<file path="config.mk">
export PLATFORM = sky130hd
export DESIGN_NAME = mult_seq16
export DESIGN_NICKNAME = d
export VERILOG_FILES = /design/src/rtl/alu_pkg.sv /design/src/rtl/alu_16bitt.sv /design/src/rtl/mult_seq16.sv
export SDC_FILE = /design/constraint.sdc
export NUM_CORES = 1
export LEC_CHECK = 0
export BUFFER_PORTS_ARGS = -buffer_cell sky130_fd_sc_hd__buf_2
export CORE_UTILIZATION = 40
export CTS_CLUSTER_SIZE = 16
export DETAILED_ROUTE_END_ITERATION = 12
export GPL_TIMING_DRIVEN = 0
export SLEW_MARGIN = 20
export SYNTH_ARGS = -nofsm -noshare
export SYNTH_HDL_FRONTEND = slang
export SYNTH_HIERARCHICAL = 1
export SYNTH_SLANG_ARGS = --single-unit
export TNS_END_PERCENT = 30
</file>
<file path="constraint.sdc">
create_clock -name clk -period 6.4 [get_ports clk]
set_input_delay 0 -clock clk [delete_from_list [all_inputs] [get_ports clk]]
set_output_delay 0 -clock clk [all_outputs]
set_load 0.02 [all_outputs]
</file>
<file path="src/rtl/alu_pkg.sv">
// Shared ALU opcodes and the multiplier sequencer state encoding.
package alu_pkg;

  localparam logic [2:0] ALU_OP_AND = 3'b000;
  localparam logic [2:0] ALU_OP_OR  = 3'b001;
  localparam logic [2:0] ALU_OP_ADD = 3'b010;
  localparam logic [2:0] ALU_OP_SLT = 3'b011;

  typedef enum logic [1:0] {
    IDLE = 2'd0,
    RUN  = 2'd1,
    DONE = 2'd2
  } mult_state_t;

endpackage

</file>
<file path="src/rtl/alu_16bitt.sv">
// 16-bit ripple-carry ALU: AND, OR, ADD/SUB (via ainvert/bnegate/cin) and SLT.
module alu_16bitt
  import alu_pkg::*;
(
  input  logic [15:0] a,
  input  logic [15:0] b,
  input  logic [2:0]  op,
  input  logic        ainvert,
  input  logic        bnegate,
  input  logic        cin,
  output logic [15:0] result,
  output logic        cout,
  output logic        zero,
  output logic        overflow
);

  logic [15:0] a_eff;
  logic [15:0] b_eff;
  logic [15:0] sum_bits;
  logic [16:0] carry;
  logic [15:0] slt_bits;
  logic        set_less;

  // Single block keeps the carry chain statically ordered.
  always_comb begin
    carry[0] = cin;
    sum_bits = '0;
    for (int i = 0; i < 16; i++) begin
      sum_bits[i]  = a_eff[i] ^ b_eff[i] ^ carry[i];
      carry[i + 1] = (a_eff[i] & b_eff[i]) | (carry[i] & (a_eff[i] ^ b_eff[i]));
    end
  end

  assign overflow = carry[16] ^ carry[15];
  assign cout     = carry[16];
  assign set_less = sum_bits[15] ^ overflow;
  assign slt_bits = {15'd0, set_less};

  genvar gi;
  generate
    for (gi = 0; gi < 16; gi++) begin : g_slice
      assign a_eff[gi]  = a[gi] ^ ainvert;
      assign b_eff[gi]  = b[gi] ^ bnegate;
      assign result[gi] = (op == ALU_OP_AND) ? (a_eff[gi] & b_eff[gi]) :
                          (op == ALU_OP_OR)  ? (a_eff[gi] | b_eff[gi]) :
                          (op == ALU_OP_ADD) ? sum_bits[gi] :
                          (op == ALU_OP_SLT) ? slt_bits[gi] : 1'b0;
    end
  endgenerate

  assign zero = ~|result;

endmodule

</file>
<file path="src/rtl/mult_seq16.sv">
// Sequential 16x16 unsigned shift-add multiplier; one ALU add per iteration,
// 16 iterations, product = {acc_hi, acc_lo}.
module mult_seq16
  import alu_pkg::*;
#(
  parameter int WIDTH = 16
) (
  input  logic                 clk,
  input  logic                 rst_n,
  input  logic                 start,
  input  logic [WIDTH-1:0]     multiplicand,
  input  logic [WIDTH-1:0]     multiplier,
  output logic                 busy,
  output logic                 done,
  output logic [2*WIDTH-1:0]   product
);

  localparam logic [4:0] CNT_LAST = 5'(WIDTH - 1);

  mult_state_t      state;
  logic [WIDTH-1:0] mcand;
  logic [WIDTH-1:0] acc_hi;
  logic [WIDTH-1:0] acc_lo;
  logic [4:0]       cnt;

  logic [WIDTH-1:0] alu_result;
  logic             alu_cout;
  logic             unused_zero;
  logic             unused_overflow;
  logic [WIDTH:0]   sum;

  alu_16bitt u_alu (
    .a        (acc_hi),
    .b        (mcand),
    .op       (ALU_OP_ADD),
    .ainvert  (1'b0),
    .bnegate  (1'b0),
    .cin      (1'b0),
    .result   (alu_result),
    .cout     (alu_cout),
    .zero     (unused_zero),
    .overflow (unused_overflow)
  );

  // Carry is kept as bit 16 so the partial product never loses a bit.
  assign sum     = acc_lo[0] ? {alu_cout, alu_result} : {1'b0, acc_hi};
  assign product = {acc_hi, acc_lo};

  always_ff @(posedge clk or negedge rst_n) begin
    if (!rst_n) begin
      state  <= IDLE;
      busy   <= 1'b0;
      done   <= 1'b0;
      mcand  <= '0;
      acc_hi <= '0;
      acc_lo <= '0;
      cnt    <= '0;
    end else begin
      case (state)
        IDLE: begin
          done <= 1'b0;
          if (start) begin
            mcand  <= multiplicand;
            acc_hi <= '0;
            acc_lo <= multiplier;
            cnt    <= '0;
            busy   <= 1'b1;
            state  <= RUN;
          end
        end
        RUN: begin
          {acc_hi, acc_lo} <= {sum, acc_lo[WIDTH-1:1]};
          cnt <= cnt + 5'd1;
          if (cnt == CNT_LAST) begin
            busy  <= 1'b0;
            done  <= 1'b1;
            state <= DONE;
          end
        end
        DONE: begin
          done  <= 1'b0;
          state <= IDLE;
        end
        default: begin
          busy  <= 1'b0;
          done  <= 1'b0;
          state <= IDLE;
        end
      endcase
    end
  end

endmodule
</file>
After elaboration in Yosys (flattened, before gate mapping) --
Cells that the tools add are included. W data, S select, Z words.
Storage, ports and cells: output and inout port bits 34, flip-flop bits (word level) 57, input port bits 35
Operators by class: reductions and logical operators 6, muxes and demuxes 15, bitwise logic cells 78, $add $sub $neg 1, equal/unequal tests 5
Operators by type and width (number):
- $pmux W16 S2 | 2
- $mux W16 | 2
- $and A1 B1 Y1 | 31
- $xor A1 B1 Y1 | 31
- $mux W17 | 1
- $or A1 B1 Y1 | 15
- $pmux W5 S2 | 1
- $reduce_and A2 Y1 | 3
- $add A5 B1 Y5 const B | 1
- $eq A5 B4 Y1 const B | 1
- $mux W5 | 1
- $mux W1 | 4
- $mux W2 | 2
- $ne A2 B2 Y1 const B | 2
- $pmux W2 S2 | 1
- $pmux W1 S3 | 1
- $reduce_and A3 Y1 | 1
- $eq A2 B1 Y1 const B | 1
- $eq A2 B2 Y1 const B | 1
- $logic_not A2 Y1 | 1
- $reduce_bool A2 Y1 | 1
- $not A1 Y1 | 1

Longest topological paths before layout --
Gate-level depths: netlist of run 1.
depth after elaboration 33, depth in mapped cells 26, mapped depth without buffers 25

Hierarchy --
The synthesis of run 1 kept the hierarchy.
By module, submodules not included:
- mult_seq16 | cells each 214, area each 2453.6 um2, instances 1
- alu_16bitt | cells each 213, area each 1754.2 um2, instances 1

Worst setup path before layout of run 1 --
Ideal clock, no wire load.
path type register -> register, start point register acc_hi[0], end point register acc_hi[14], clock period less this slack 7.230 ns, stages on the path, launching flop included 23, slack -0.830 ns, arrival 7.148 ns, library setup time 0.083 ns, cell sequence dfrtp_1 > xnor2_1 > fa_1 > inv_1 > fa_1 > fa_1 > fa_1 > fa_1 > fa_1 > fa_1 > fa_1 > fa_1 > fa_1 > fa_1 > fa_1 > fa_1 > fa_1 > inv_1 > fa_1 > fa_1 > o32ai_1 > mux2i_1 > o21ai_0
On the way: longest elaborated chain between the ends 32
RTL lines:
- start, declared | RTL line mult_seq16.sv:22 | logic [WIDTH-1:0] acc_hi;
- start signal, assigned | RTL line mult_seq16.sv:72 | {acc_hi, acc_lo} <= {sum, acc_lo[WIDTH-1:1]};
- $and A1 B1 Y1
- $and A1 B1 Y1 | RTL line alu_16bitt.sv:30 | carry[i + 1] = (a_eff[i] & b_eff[i]) | (carry[i] & (a_eff[i] ^ b_eff[i]));
- $or A1 B1 Y1 | RTL line alu_16bitt.sv:30
- $and A1 B1 Y1 | RTL line alu_16bitt.sv:30
- $or A1 B1 Y1 | RTL line alu_16bitt.sv:30
- $and A1 B1 Y1 | RTL line alu_16bitt.sv:30
- $or A1 B1 Y1 | RTL line alu_16bitt.sv:30
- $and A1 B1 Y1 | RTL line alu_16bitt.sv:30
- [... 17 more ...]
- $and A1 B1 Y1 | RTL line alu_16bitt.sv:30
- $or A1 B1 Y1 | RTL line alu_16bitt.sv:30
- $and A1 B1 Y1 | RTL line alu_16bitt.sv:30
- $or A1 B1 Y1 | RTL line alu_16bitt.sv:30
- $xor A1 B1 Y1 | RTL line alu_16bitt.sv:29 | sum_bits[i] = a_eff[i] ^ b_eff[i] ^ carry[i];
- via alu_result[15] | RTL line mult_seq16.sv:26 | logic [WIDTH-1:0] alu_result;
- $mux W17 | RTL line mult_seq16.sv:46 | assign sum = acc_lo[0] ? {alu_cout, alu_result} : {1'b0, acc_hi};
- $pmux W16 S2 | RTL line mult_seq16.sv:59 | case (state)
The timed path passes the listed nets, and every way through them passes these cells. A chain may end at the register's enable or synchronous reset.

Final worst setup path of run 1 --
Ends and elaborated chain as after synthesis.

==> impl_metrics.env, run 1 <==
export IMPL_status="complete, but fails checks"
export IMPL_violations="setup timing"
export IMPL_dr_pass1_iters=4
export IMPL_antenna_diode_count=0
export IMPL_fin_crit_ns=6.73
export IMPL_cts_htree_levels=3
export IMPL_peakVddDrop_mv=0.192
export IMPL_max_clock_freq_mhz=149
export IMPL_grt_usage=0.201
export IMPL_drive_gt1_frac=0.262
export IMPL_cp_slowest_cell="dfrtp_2"
export IMPL_numCtsBuffers=9
export IMPL_antenna_left=0
export IMPL_drt_iter0_drc=90
export IMPL_placed_cells=632
export IMPL_initial_core_util=0.420
export IMPL_grt_start_max_net_pins=58
export IMPL_slowest_delay_ns=0.45
export IMPL_final_util=0.540
export IMPL_rsz0062_at_grt="true"
export IMPL_layout_commonest_cell="buf_2"
export IMPL_path_cells="xnor2_4 -> fa_2 -> inv_2 -> fa_2 -> fa_2 -> fa_2 -> fa_2 -> fa_2 -> fa_2 -> fa_2 -> fa_2 -> fa_2 -> fa_2 -> fa_2 -> fa_2 -> fa_2 -> inv_2 -> fa_2 -> fa_1 -> o32ai_2 -> mux2i_1 -> o21ai_1"
export IMPL_period_share=1.05
export IMPL_setup_viol=3
export IMPL_worst_slack_ns=-0.332
export IMPL_hold_viol_final=0
export IMPL_synth_warnings=6
export IMPL_cts_sinks=57
export IMPL_total_power_mw=2.35
export IMPL_routed_wl_um=10000
export IMPL_worstMarginPinSlew_ns=0.731
export IMPL_cp_data_required_time_ns=6.67
export IMPL_final_cell_mix="77 x buf_2, 57 x inv_1, 56 x dfrtp_1, 37 x nand2_1, 35 x o21ai_0"
export IMPL_crit_top_cell="fa_2"
export IMPL_overflow=0
export IMPL_crit_fanout=3
export IMPL_skew_ns=0.00855
export IMPL_crit_path_start_kind="register"
export IMPL_post_drt_wl_per_cell_um=14.7
export IMPL_syn_area_um2=4160
export IMPL_rows=36
export IMPL_cts_tree="yes"
export IMPL_p_leak_nw=2.65
export IMPL_ioPinCount=69
export IMPL_nNetsFinal=631
export IMPL_routed_via_count=3249
export IMPL_drc_errors=0
export IMPL_chipWidth_um=104
export IMPL_synthCells=421
export IMPL_globalplace_congestion=0.772
export IMPL_grt_pass1_wl_um=17100
export IMPL_relSlewSlack=0.513
export IMPL_powerDensity_nw_per_um2=440
export IMPL_stdcell_count=683
export IMPL_pre_cts_ws_ns=-0.484
export IMPL_place_detailed_hpwl_um=7050
export IMPL_critPathArrivalTime_ns=7.00
export IMPL_hp_class="in -> async"
export IMPL_viasPerCell=4.76
export IMPL_max_cap_violations=0
export IMPL_antenna_found_initial=0
export IMPL_grt_pass1_vias=3514
export IMPL_die_h_um=104
export IMPL_port_buffers=68
export IMPL_area_delta_synth_final_pct=28.6
export IMPL_fp_dieArea_um2=10800
export IMPL_clk_pin_slew_worst_paths_ns=0.08
export IMPL_core_area_um2=9910
export IMPL_endpoint_kind="register"
export IMPL_syn_avg_cell_area_um2=9.88
export IMPL_slew_violations=0
export IMPL_crit_type="reg -> reg"
export IMPL_cts_root_buf="clkbuf_8"
export IMPL_clk_latency_ns=0.34
export IMPL_clk_path_buf_depth=2
==> through the flow <==
step | setup TNS (ns) | hold slack (ns) | area [µm²]
floorplan | -0.333 | -0.296 | 4240
global placement | -1.06 | 0.231 | 4750
detailed placement | -1.14 | 0.123 | 4750
CTS | -0.661 | 0.280 | 5350
global route | -1.17 | 0.336 | 5350
finish | -0.601 | 0.250 | 5350
==> registers in the layout, indices dropped and copies added (netlist names) <==
register,count
mcand,16
cnt,5
acc_lo,16
acc_hi,16
state,2
busy,1
done,1
==> layer usage <==
layer  GRT usage  part of all wire
met5           0                 0
met4      0.0622             0.018
met3      0.0520             0.048
met2       0.347              0.49
met1       0.244              0.44
==> power breakdown <==
part | switching [mW] | internal (mW)
sequential | 0.137 | 0.521
clock | 0.163 | 0.219
combinational | 0.741 | 0.571
total | 1.04 | 1.31
==> final timing paths <==
check,end,slack (ns),cells after the start,start
max,acc_hi[14]$_DFFE_PN0P_,-0.33,22,acc_hi[0]$_DFFE_PN0P_
min,mcand[7]$_DFFE_PN0P_,0.25,2,rst_n
min reg2reg,cnt[4]$_DFFE_PN0P_,0.49,2,cnt[4]$_DFFE_PN0P_
max reg2reg,acc_hi[14]$_DFFE_PN0P_,-0.33,22,acc_hi[0]$_DFFE_PN0P_
min in group clk,mcand[7]$_DFFE_PN0P_,0.42,3,multiplicand[7]
max in group asynchronous,acc_hi[0]$_DFFE_PN0P_,5.61,2,rst_n
==> worst max-delay path: cells and delay by family, from the launching register on <==
kind	cells	cell delay [ns]
AO/OA/AOI/OAI	2	0.33
XOR/XNOR	1	0.19
adder cells (fa/ha/maj)	16	5.50
buffers and inverters	2	0.10
flip-flops	1	0.45
multiplexers	1	0.10
==> repair_timing <==
| item | CTS | global route |
|---|---|---|
| hold endpoints to repair | 90 | 0 |
| gates cloned | 0 | 0 |
| gates resized for setup | 8 | 1 |
| pin swaps | 2 | 0 |
| hold buffers | 34 | 0 |
| setup endpoints to repair | 3 | 4 |
| buffers inserted | 1 | 0 |
==> cell type report <==
cell class,count,area (µm²)
plain buffers,23,130
clock buffers,9,124
clock inverters,7,95.1
fillers,921,4560
inverters,59,221
multi-input cells,292,2490
flip-flops and latches,57,1430
well taps,133,166
repair buffers,103,691
Power figures use the tool's default switching activity.
==> run 2: changes to the inputs <==
--- a/config.mk
+++ b/config.mk
@@ -5,6 +5,7 @@
 export SDC_FILE = /design/constraint.sdc
 export NUM_CORES = 1
 export LEC_CHECK = 0
+export ABC_AREA = 1
 export BUFFER_PORTS_ARGS = -buffer_cell sky130_fd_sc_hd__buf_2
 export CORE_UTILIZATION = 40
 export CTS_CLUSTER_SIZE = 16
==> run 2 against run 1 <==
The flow still finishes with violations (setup timing); design area is 2.5% higher; critical path depth is 5 higher; worst setup slack worse by 0.034 ns; core utilization is 1.1 points lower; synthesized cell count is 31% higher; wire length is 3.8% higher; register-to-register slack worse by 0.03 ns; global-route usage hardly changed; clock-buffer cell count stayed put; clock skew hardly changed; combinational power is 7% higher; final cell count is 21% higher; critical path type unchanged; critical endpoint unchanged; highest routed layer unchanged.
==> impl_metrics.env, run 2 <==
export IMPL_status="complete, but fails checks"
export IMPL_violations="setup timing"
export IMPL_setup_viol=3
export IMPL_viasPerCell=4.48
export IMPL_drive_gt1_frac=0.198
export IMPL_chipWidth_um=106
export IMPL_cts_root_buf="clkbuf_8"
export IMPL_fp_dieArea_um2=11200
export IMPL_skew_ns=0.00895
export IMPL_numCtsBuffers=9
export IMPL_hold_viol_final=0
export IMPL_drt_iter0_drc=106
export IMPL_post_drt_wl_per_cell_um=12.6
export IMPL_ioPinCount=69
export IMPL_grt_pass1_vias=3594
export IMPL_max_cap_violations=0
export IMPL_tns_ns=-0.680
export IMPL_layout_commonest_cell="nand2_1"
export IMPL_core_area_um2=10400
export IMPL_rows=37
export IMPL_syn_avg_cell_area_um2=7.77
export IMPL_globalplace_congestion=0.756
export IMPL_clk_path_buf_depth=2
export IMPL_antenna_diode_count=0
export IMPL_fin_crit_ns=6.77
export IMPL_endpoint_kind="register"
export IMPL_period_share=1.06
export IMPL_crit_fanout=2
export IMPL_synth_warnings=6
export IMPL_biggestRegsByFlops="acc_hi x16, acc_lo x16, mcand x16"
export IMPL_final_util=0.529
export IMPL_grt_usage=0.200
export IMPL_grt_pass1_wl_um=17400
export IMPL_clk_latency_ns=0.34
export IMPL_drc_errors=0
export IMPL_synthCells=553
export IMPL_relSlewSlack=0.504
export IMPL_worstMarginPinSlew_ns=0.744
export IMPL_port_buffers=68
export IMPL_peakVddDrop_mv=0.206
export IMPL_routed_wl_um=10400
export IMPL_rsz0062_at_grt="true"
export IMPL_routed_via_count=3690
export IMPL_area_delta_synth_final_pct=27.7
export IMPL_cp_data_required_time_ns=6.67
export IMPL_slew_violations=0
export IMPL_total_power_mw=2.47
export IMPL_powerDensity_nw_per_um2=451
export IMPL_crit_path_start_kind="register"
export IMPL_antenna_left=0
export IMPL_syn_area_um2=4300
export IMPL_critPathArrivalTime_ns=7.03
export IMPL_grt_start_max_net_pins=58
export IMPL_hp_class="in -> reg"
export IMPL_initial_core_util=0.414
export IMPL_final_cell_mix="180 x nand2_1, 108 x inv_1, 79 x buf_2, 56 x dfrtp_1, 34 x ha_1"
export IMPL_cts_tree="yes"
export IMPL_crit_type="reg -> reg"
export IMPL_overflow=0
export IMPL_worst_slack_ns=-0.366
export IMPL_antenna_found_initial=0
export IMPL_die_h_um=106
export IMPL_nNetsFinal=769
export IMPL_dr_pass1_iters=4
export IMPL_max_clock_freq_mhz=148
export IMPL_cts_htree_levels=3
export IMPL_p_leak_nw=3.02
export IMPL_clk_pin_slew_worst_paths_ns=0.08
export IMPL_cts_sinks=57
export IMPL_place_detailed_hpwl_um=7430
[run 2: worst paths after layout]
path / to / start / slack, ns / cells past startpoint
max in group asynchronous: acc_hi[0]$_DFFE_PN0P_ / rst_n / 5.61 / 2
max: acc_hi[14]$_DFFE_PN0P_ / acc_hi[0]$_DFFE_PN0P_ / -0.37 / 27
max reg2reg: acc_hi[14]$_DFFE_PN0P_ / acc_hi[0]$_DFFE_PN0P_ / -0.37 / 27
min: acc_hi[15]$_DFFE_PN0P_ / start / 0.11 / 4
min reg2reg: done$_DFFE_PN0P_ / done$_DFFE_PN0P_ / 0.48 / 1
min in group asynchronous: acc_lo[5]$_DFFE_PN0P_ / rst_n / 0.27 / 2
[run 2: per-layer routing]
layer,GRT usage,part of all wire,vias to the layer above
met5,0,0,-
met4,0.0357,0.0051,0
met1,0.262,0.46,1727
li1,-,-,1888
met2,0.350,0.49,68
met3,0.0353,0.040,7
[run 2: final cells by class]
| class | count | area, µm² |
|---|---|---|
| plain buffers | 21 | 146 |
| clock buffers | 9 | 124 |
| clock inverters | 7 | 103 |
| fillers | 1002 | 4880 |
| inverters | 112 | 424 |
| multi-input cells | 378 | 2390 |
| flip-flops and latches | 57 | 1430 |
| well taps | 136 | 170 |
| repair buffers | 104 | 696 |
[run 2: where the power goes]
part           switching [mW]  leakage (nW)  total, mW  internal (mW)
clock                   0.173         0.110      0.396          0.223
combinational           0.840          2.20       1.40          0.560
sequential              0.147         0.712      0.677          0.529
[run 2: worst max-delay path, stage by stage (launching register included)]
cell,delay [ns]
dfrtp_2,0.42
xor2_1,0.16
inv_1,0.11
fa_1,0.18
inv_1,0.06
fa_2,0.35
fa_2,0.37
fa_2,0.35
fa_2,0.35
fa_2,0.35
fa_2,0.35
fa_2,0.35
fa_2,0.36
fa_2,0.35
fa_2,0.36
fa_2,0.35
fa_2,0.36
fa_1,0.37
inv_1,0.08
fa_2,0.20
fa_1,0.40
inv_1,0.06
nand3_1,0.07
nand2_1,0.06
nand2_1,0.04
inv_1,0.04
o211ai_1,0.09
o21ai_1,0.09
[run 2: stage by stage]
| stage | hold slack [ns] | setup WS [ns] | cells | instance area (µm²) |
|---|---|---|---|---|
| finish | 0.112 | -0.366 | 824 | 5490 |
| global route | 0.139 | -0.580 | 824 | 5490 |
| CTS | 0.101 | -0.363 | 823 | 5480 |
| detailed placement | 0.119 | -0.404 | 772 | 4900 |
| global placement | 0.204 | -0.369 | 772 | 4900 |
| floorplan | -0.296 | -0.0923 | 568 | 4390 |
[run 2: what timing repair did]
item                       in CTS  in global routing
pin swaps                       1                  0
resized for setup               1                  1
hold buffers                   33                  0
hold endpoints to repair       89                  0
setup endpoints to repair       3                  3
setup buffers                   2                  1
==> run 3: changes to the inputs <==
--- a/config.mk
+++ b/config.mk
@@ -7,10 +7,13 @@
 export LEC_CHECK = 0
 export ABC_AREA = 1
 export BUFFER_PORTS_ARGS = -buffer_cell sky130_fd_sc_hd__buf_2
-export CORE_UTILIZATION = 40
+export CELL_PAD_IN_SITES_DETAIL_PLACEMENT = 0
+export CELL_PAD_IN_SITES_GLOBAL_PLACEMENT = 1
+export CORE_UTILIZATION = 30
 export CTS_CLUSTER_SIZE = 16
 export DETAILED_ROUTE_END_ITERATION = 12
 export GPL_TIMING_DRIVEN = 0
+export PLACE_DENSITY_LB_ADDON = 0.1
 export SLEW_MARGIN = 20
 export SYNTH_ARGS = -nofsm -noshare
 export SYNTH_HDL_FRONTEND = slang
==> run 3 against run 2 <==
Flip-flop and latch count unchanged; maximum frequency decreased by 0.63%; critical path type unchanged; largest cell class unchanged; clock skew shrank 0.0013 ns; non-clock buffer count increased by 1; the flow still finishes with violations (setup timing); via count up 0.73%; highest routed layer unchanged.
==> impl_metrics.env, run 3 (synthesized netlist as in run 2, its figures left out) <==
export IMPL_hp_class="in -> reg"
export IMPL_layout_commonest_cell="nand2_1"
export IMPL_ioPinCount=69
export IMPL_grt_pass1_wl_um=19500
export IMPL_initial_core_util=0.308
export IMPL_relSlewSlack=0.576
export IMPL_period_share=1.06
export IMPL_dr_pass1_iters=4
export IMPL_violations="setup timing"
export IMPL_place_detailed_hpwl_um=8530
export IMPL_viasPerCell=4.28
export IMPL_drt_iter0_drc=126
export IMPL_nNetsFinal=770
export IMPL_max_clock_freq_mhz=147
export IMPL_skew_ns=0.00760
export IMPL_routed_wl_um=11700
export IMPL_comb_power_share=0.556
export IMPL_p_seq_frac=0.259
export IMPL_grt_start_max_net_pins=50
export IMPL_drc_errors=0
export IMPL_endpoint_kind="register"
export IMPL_area_delta_synth_final_pct=31.3
export IMPL_critPathArrivalTime_ns=7.06
export IMPL_grt_usage=0.176
export IMPL_place_area_um2=4980
export IMPL_antenna_left=0
export IMPL_p_sw_frac=0.456
export IMPL_power_switching_mw=1.19
export IMPL_cts_sinks=57
export IMPL_p_clk_frac=0.184
export IMPL_p_leak_nw=3.07
export IMPL_intPower_mw=1.42
export IMPL_fp_dieArea_um2=14800
export IMPL_peakVddDrop_mv=0.212
export IMPL_biggestRegsByFlops="acc_hi x16, acc_lo x16, mcand x16"
export IMPL_whs_ns=0.00313
export IMPL_hold_viol_final=0
export IMPL_cts_root_buf="clkbuf_16"
export IMPL_fin_crit_ns=6.81
export IMPL_cts_htree_levels=3
export IMPL_core_area_um2=13900
export IMPL_gr_max_usage_layer="met2"
export IMPL_setup_viol=3
export IMPL_crit_type="reg -> reg"
export IMPL_drive_gt1_frac=0.203
export IMPL_numCtsBuffers=9
export IMPL_crit_fanout=2
export IMPL_globalplace_congestion=0.770
export IMPL_final_cell_area_um2=5640
export IMPL_grtUsageMet1=0.227
export IMPL_die_h_um=122
export IMPL_worst_slack_ns=-0.409
export IMPL_worstMarginPinSlew_ns=0.636
export IMPL_crit_path_start_kind="register"
export IMPL_routed_via_count=3717
export IMPL_grt_pass1_vias=3767
export IMPL_pre_cts_ws_ns=-0.483
export IMPL_rows=43
export IMPL_cts_tree="yes"
export IMPL_cp_data_required_time_ns=6.66
export IMPL_post_drt_wl_per_cell_um=13.5
export IMPL_met3_usage=0.0323
export IMPL_total_power_mw=2.62
export IMPL_clk_pin_slew_worst_paths_ns=0.05
export IMPL_powerDensity_nw_per_um2=464
export IMPL_clk_latency_ns=0.33
export IMPL_port_buffers=68
export IMPL_max_cap_violations=0
export IMPL_chipWidth_um=122
export IMPL_final_cell_mix="180 x nand2_1, 107 x inv_1, 79 x buf_2, 56 x dfrtp_1, 34 x ha_1"
export IMPL_use_met2=0.300
export IMPL_overflow=0
export IMPL_slew_violations=0
export IMPL_antenna_found_initial=0
export IMPL_clk_path_buf_depth=2
export IMPL_antenna_diode_count=0
export IMPL_status="complete, but fails checks"
export IMPL_rsz0062_at_grt="true"
-- run 3: cell count changes in the layout (fill, tap and decap cells not counted), moves of 2 or more --
cell,delta
clkinv_2,+2
inv_6,-2
fa_2,+2
clkbuf_8,-8
fa_1,-2
clkbuf_16,+9
-- run 3: final timing paths --
check / startpoint / end / slack, ns / cells after the start
max: acc_hi[0]$_DFFE_PN0P_ / acc_hi[14]$_DFFE_PN0P_ / -0.41 / 27
min: multiplier[15] / acc_lo[15]$_DFFE_PN0P_ / 0.003 / 3
max reg2reg: acc_hi[0]$_DFFE_PN0P_ / acc_hi[14]$_DFFE_PN0P_ / -0.41 / 27
min reg2reg: done$_DFFE_PN0P_ / done$_DFFE_PN0P_ / 0.48 / 1
max in group asynchronous: rst_n / acc_hi[0]$_DFFE_PN0P_ / 5.83 / 3
min in group asynchronous: rst_n / acc_hi[2]$_DFFE_PN0P_ / 0.05 / 2
-- run 3: final cells by class --
class | count | area [µm²]
sequential | 57 | 1430
fill | 1482 | 8300
inverter | 112 | 424
clock inverter | 5 | 56.3
multi-input combinational | 378 | 2400
tap | 180 | 225
clock buffer | 10 | 239
buffer | 21 | 146
timing repair buffer | 105 | 721
-- run 3: through the flow --
| stage | TNS [ns] | utilization | std cells |
|---|---|---|---|
| final | -0.801 | 0.405 | 868 |
| after global routing | -1.75 | 0.405 | 868 |
| after CTS | -0.783 | 0.404 | 866 |
| after detailed placement | -1.01 | 0.357 | 817 |
| after global placement | -0.920 | 0.355 | 816 |
| after floorplan | -0.0923 | - | 568 |
-- run 3: repair_timing --
item,4_1_cts,5_1_grt
endpoints found under the setup margin,3,4
hold buffers,32,0
resized for setup,4,1
cloned,0,0
pin swaps,0,3
endpoints found under the hold margin,88,0
buffers inserted,2,2
-- run 3: worst max-delay path: stages (launching register included) --
cell	delay [ns]
dfrtp_2	0.42
xor2_1	0.16
inv_1	0.10
fa_1	0.17
inv_1	0.05
fa_2	0.35
fa_2	0.36
fa_2	0.35
fa_2	0.38
fa_2	0.35
fa_2	0.36
fa_2	0.35
fa_2	0.35
fa_2	0.36
fa_2	0.36
fa_2	0.37
fa_2	0.36
fa_2	0.34
inv_2	0.07
fa_2	0.22
fa_1	0.40
inv_1	0.06
nand3_1	0.07
nand2_1	0.06
nand2_1	0.05
inv_1	0.04
o211ai_1	0.10
o21ai_1	0.10
-- run 3: routing by layer --
layer,share of wire,routed length [µm]
met3,0.028,323
met4,0.011,133
met1,0.47,5520
met2,0.49,5700
met5,0,0
-- run 3: power by group through the flow --
stage          sequential [mW]  combinational [mW]  clock (mW)
4_1_cts                  0.684                1.46       0.499
6_report                 0.679                1.46       0.482
2_1_floorplan            0.775               0.905           0
5_1_grt                  0.706                1.70       0.512
3_5_place_dp             0.689                1.42           0
3_3_place_gp             0.685                1.38           0
